<file path="src/rtl/uart_tx_arbiter.sv">
`default_nettype none
`timescale 1ns/1ps
// +----------------------------------------------------------------------------+
// | uart_tx_arbiter                                                            |
// | Round-robin, packet-locked arbiter sharing one uart_tx among N_SRC sources.|
// | Revision: 1.0                                                              |
// +----------------------------------------------------------------------------+

module uart_tx_arbiter #(
    parameter int N_SRC    = 4,
    parameter int Word_len = 8,
    parameter int clk_rate = 100000000,
    parameter int Baud     = 115200,
    parameter int GAP_BITS = 2,
    parameter int TIMEOUT  = 4096
) (
    input  logic                      clk,
    input  logic                      rst,
    input  logic [N_SRC*Word_len-1:0] s_data,
    input  logic [N_SRC-1:0]          s_valid,
    input  logic [N_SRC-1:0]          s_last,
    output logic [N_SRC-1:0]          s_ready,
    output logic [Word_len-1:0]       m_data,
    output logic                      m_valid,
    output logic                      m_last,
    input  logic                      m_ready,
    output logic [$clog2(N_SRC)-1:0]  grant_id,
    output logic                      busy,
    output logic                      timeout_err
);

    localparam int c_BIT_CYC = clk_rate / Baud;
    localparam int c_GAP_CYC = GAP_BITS * c_BIT_CYC;
    localparam int c_IDW     = $clog2(N_SRC);
    localparam int c_GW      = (c_GAP_CYC > 0) ? $clog2(c_GAP_CYC + 1) : 1;
    localparam int c_TW      = (TIMEOUT > 1) ? $clog2(TIMEOUT) : 1;

    typedef enum logic [1:0] {
        S_IDLE  = 2'd0,
        S_SEND  = 2'd1,
        S_DRAIN = 2'd2,
        S_GAP   = 2'd3
    } state_t;

    state_t           state_q, state_d;
    logic [c_IDW-1:0] grant_q, grant_d;
    logic [c_IDW-1:0] rr_q, rr_d;
    logic [c_GW-1:0]  gap_q, gap_d;
    logic [c_TW-1:0]  to_q, to_d;
    logic             terr_q, terr_d;
    logic             busy_q;
    logic [c_IDW-1:0] pick;
    logic             pick_ok;

    // First requester strictly after the last-served source, wrapping.
    always_comb begin
        pick    = rr_q;
        pick_ok = 1'b0;
        for (int k = 1; k <= N_SRC; k++) begin
            int               idx;
            logic [c_IDW-1:0] cand;
            idx = int'(rr_q) + k;
            if (idx >= N_SRC) begin
                idx = idx - N_SRC;
            end
            cand = c_IDW'(idx);
            if (!pick_ok && s_valid[cand]) begin
                pick    = cand;
                pick_ok = 1'b1;
            end
        end
    end

    always_comb begin
        state_d = state_q;
        grant_d = grant_q;
        rr_d    = rr_q;
        gap_d   = gap_q;
        to_d    = to_q;
        terr_d  = 1'b0;
        s_ready = '0;
        m_valid = 1'b0;
        m_last  = 1'b0;
        m_data  = s_data[int'(grant_q)*Word_len +: Word_len];

        case (state_q)
            S_IDLE: begin
                to_d  = '0;
                gap_d = '0;
                if (pick_ok) begin
                    grant_d = pick;
                    state_d = S_SEND;
                end
            end
            S_SEND: begin
                m_valid          = s_valid[grant_q];
                m_last           = s_last[grant_q];
                s_ready[grant_q] = m_ready;
                if (m_valid && m_ready) begin
                    to_d = '0;
                    if (m_last) begin
                        rr_d    = grant_q;
                        state_d = S_DRAIN;
                    end
                end else if (!m_valid) begin
                    // Stall only counts while the owner has nothing to offer.
                    if (to_q == c_TW'(TIMEOUT - 1)) begin
                        terr_d  = 1'b1;
                        rr_d    = grant_q;
                        to_d    = '0;
                        state_d = S_DRAIN;
                    end else begin
                        to_d = to_q + c_TW'(1);
                    end
                end
            end
            S_DRAIN: begin
                if (m_ready) begin
                    gap_d   = '0;
                    state_d = S_GAP;
                end
            end
            S_GAP: begin
                if (int'(gap_q) + 1 >= c_GAP_CYC) begin
                    gap_d   = '0;
                    state_d = S_IDLE;
                end else begin
                    gap_d = gap_q + c_GW'(1);
                end
            end
            default: state_d = S_IDLE;
        endcase
    end

    always_ff @(posedge clk) begin
        if (!rst) begin
            state_q <= S_IDLE;
            grant_q <= '0;
            rr_q    <= c_IDW'(N_SRC - 1);
            gap_q   <= '0;
            to_q    <= '0;
            terr_q  <= 1'b0;
            busy_q  <= 1'b0;
        end else begin
            state_q <= state_d;
            grant_q <= grant_d;
            rr_q    <= rr_d;
            gap_q   <= gap_d;
            to_q    <= to_d;
            terr_q  <= terr_d;
            busy_q  <= (state_d != S_IDLE);
        end
    end

    assign grant_id    = grant_q;
    assign busy        = busy_q;
    assign timeout_err = terr_q;

endmodule

`default_nettype wire
</file>
<file path="config.mk">
export PLATFORM = sky130hd
export DESIGN_NAME = uart_tx_arbiter
export DESIGN_NICKNAME = d
export VERILOG_FILES = /design/src/rtl/uart_tx_arbiter.sv
export SDC_FILE = /design/constraint.sdc
export NUM_CORES = 1
export LEC_CHECK = 0
export ABC_AREA = 1
export CAP_MARGIN = 20
export CORE_MARGIN = 5
export CORE_UTILIZATION = 25
export CTS_CLUSTER_SIZE = 14
export DETAILED_ROUTE_END_ITERATION = 12
export GPL_TIMING_DRIVEN = 0
export PLACE_DENSITY_LB_ADDON = 0.1
export SETUP_SLACK_MARGIN = 0.02
export SLEW_MARGIN = 0
export SYNTH_ARGS = -nofsm -noshare
export SYNTH_HDL_FRONTEND = slang
export SYNTH_SLANG_ARGS = --single-unit
</file>
<file path="constraint.sdc">
create_clock -name clk -period 2 [get_ports clk]
set_input_delay 0.2 -clock clk [delete_from_list [all_inputs] [get_ports clk]]
set_output_delay 0.2 -clock clk [all_outputs]
set_load 0.05 [all_outputs]
</file>
==> metrics.yaml <==
cts:
  clk_latency_ns: 0.28
  clock-sinks: 31
  cts_tree: "yes"
  htreeDepth: 2
  cts-root-buf: "clkbuf_8"
  cts_buffers: 5
  hold_buffers: 0
  clockBufferDepth: 2
  clkTransAtPathRegs_ns: 0.07
setup_path:
  cp_common_cell: "nand2_1"
  crit_buf_inv: 3
  crit_chain: "buf_6 -> nand2_1 -> inv_2 -> a22oi_1 -> nand2_1 -> clkdlybuf4s18_2"
  cp_max_fo: 10
  crit_path_top_delay_cell: "dfxtp_1"
  crit_required_ns: 1.80
  critical_path_arrival_ns: 1.65
  critPathKind: "flip-flop to primary output"
  cpLargestDelayFamily: "buffers and inverters"
  critPathLaunchType: "flip-flop"
  cpPeakStageDelay_ns: 0.38
  crit_path_end_kind: "primary output"
global_routing:
  track_usage_pct: 12.55
  grt.overflow.total: 0
  grt_pass1_wl_mm: 11.70
  antenna_found_initial: 0
  grt_max_degree: 11
  grt_pass1_vias: 2350
synth:
  ys_ff_latch: 31
  synth-async-reset-ratio_pct: 0
  synth_cell_types: 35
  syn-instance-count: 360
  synth.avg_cell_area_um2: 6.280
  ys.flop_type: "dfxtp_1"
  synth_edf_count: 0
  syn_nets: 409
  synth_area_um2: 2261
  synth.yosys.warnings: 0
  synth-seq-area-share_pct: 27.45
final_layout:
  stdcell_area_um2: 3118
  multi_input_area_um2: 1471
  fin_nets: 477
  diodes: 0
  fillers: 978
  instances_no_fill: 537
  mostFrequentLayoutCell: "nand2_1"
  final_cell_mix: "nand2_1 (110), clkdlybuf4s50_1 (45), inv_1 (38), a21oi_1 (29), dfxtp_1 (28)"
  drive_above_1_share_pct: 13.75
  syn_to_final_growth_pct: 37.91
  seqCellArea_um2: 626.9
timing:
  fmax_mhz: 539.6
  slew_violations: 0
  hold_viol_final: 0
  rsz0062_at_grt: "yes"
  worst_pin_slew_ns: 0.5172
  period_minus_slack_ns: 1.853
  finalSetupViolCount: 0
  fin_skew_ns: 0.006953
  hold_ws_ns: 0.3339
  post-route-period-util_pct: 92.66
  slew_headroom_pct: 65.41
power:
  seqPwrFrac_pct: 29.1
  intPower_mw: 1.281
  swShare_pct: 44.90
  clock_power_share_pct: 20.9
  power_mw: 2.325
  combPwrFrac_pct: 50.1
  ir_drop_v: 0.0003485
  p_leak_nw: 1.277
  power.density_nw_per_um2: 745.8
  p_sw_mw: 1.044
placed_design:
  portBuffers: 59
  detailed_place_hpwl_mm: 5.432
  post_dp_cell_area_um2: 3003
  dpl.cell_count: 527
  gp_congestion: 0.7562
outcome:
  status: "finished, final reports clean"
worst_hold_path:
  worst_hold_path_type: "input port to flip-flop"
drt:
  via_count: 2502
  routed_wl_mm: 6.960
  drt_iter0_markers: 90
  firstDrtPassIters: 4
  routedWlPerCell_um: 12.96
  drc: 0
  antenna_left: 0
  routed_via_density: 4.659
floorplan:
  start_util_pct: 25.80
  design.die.area_um2: 11050
  die_h_um: 105.1
  core_area_um2: 8763
  io_pins: 61
  rows: 34
  die_width_um: 105.1
job:
  drv_cap: 0
[flip-flops by register name (all words and copies together) (netlist names)]
name / cells
grant_id: 2
gap_q: 11
to_q: 12
timeout_err: 1
state_q: 2
rr_q: 2
busy: 1
[worst reg2reg max path: stages (launching register included)]
cell and delay, ns:
dfxtp_1 0.39, inv_1 0.11, ha_1 0.18, buf_2 0.18, nand2_2 0.18, nand3_4 0.12
a21oi_2 0.21, inv_2 0.11, a21oi_1 0.13, o21a_1 0.12
[cells by family after synthesis]
family,share of synthesized area [%]
compound gates,18.87
xor+xnor,1.162
fa+ha+maj,3.320
buf+inv,10.07
flops,27.45
mux,0.4427
simple gates,38.68
[per-stage QoR]
| stage | worst slack [ns] | setup TNS, ns | utilization [%] |
|---|---|---|---|
| final | 0.1469 | 0 | 35.58 |
| after global routing | -0.002007 | -0.002007 | 35.58 |
| after CTS | 0.02319 | 0 | 35.41 |
| after detailed placement | -0.2512 | -2.474 | 34.27 |
| after global placement | -0.2239 | -2.314 | 34.27 |
| after floorplan | 0.003584 | 0 | - |
[path summary, 6_finish.rpt]
path	startpoint	endpoint	slack, ns	cells past startpoint
min reg2reg	to_q[3]	to_q[3]	0.49	2
max reg2reg	state_q[1]	to_q[5]	0.22	9
min	rst	grant_id[1]	0.33	3
max	grant_id[0]	m_data[0]	0.15	6
[metal layers]
metal  up-vias  global-route usage (%)  wire length, µm
met5         -                       0                0
met4         0                   2.740               23
met3         3                   2.898              327
met2        51                   19.51             3076
met1      1123                   17.68             3532
li1       1325                       -                -
[cell usage after synthesis, types with 2 or more instances]
library cell | instances | share of area [%]
nor2_1 | 26 | 4.3
nand4_1 | 6 | 1.7
a21oi_2 | 2 | 0.77
nand2_1 | 112 | 19
buf_4 | 2 | 0.66
nand3b_1 | 7 | 2.3
nor2_2 | 2 | 0.55
o211ai_1 | 2 | 0.66
buf_6 | 3 | 1.5
nand3_1 | 24 | 5.3
a21oi_1 | 30 | 6.6
buf_2 | 2 | 0.44
dfxtp_1 | 31 | 27
xor2_1 | 2 | 0.77
or2_0 | 2 | 0.55
nor3_1 | 9 | 2.0
clkbuf_1 | 3 | 0.50
o21ai_0 | 20 | 4.4
ha_1 | 6 | 3.3
a22oi_1 | 13 | 4.3
inv_1 | 42 | 7.0
[timing repair]
item	4_1_cts	5_1_grt
resized for setup	56	33
setup buffers	1	1
pin swaps	1	1
setup endpoints to repair	14	39
[power by group through the flow]
stage          clock [mW]  combinational [mW]  sequential, mW
6_report            0.485                1.16           0.676
5_1_grt             0.553                1.27           0.683
4_1_cts             0.512                1.20           0.676
3_5_place_dp            0                1.19           0.690
3_3_place_gp            0                1.20           0.689
2_1_floorplan           0               0.760           0.731
[layout make-up]
| type | instances | area share [%] |
|---|---|---|
| multi-input combinational | 277 | 47.19 |
| clock buffer | 7 | 2.448 |
| tap | 108 | 4.334 |
| buffer | 10 | 2.247 |
| clock inverter | 1 | 0.1605 |
| sequential | 31 | 20.10 |
| timing repair buffer | 61 | 18.46 |
| inverter | 42 | 5.056 |
Note: power is estimated with default switching activity, not from simulation.
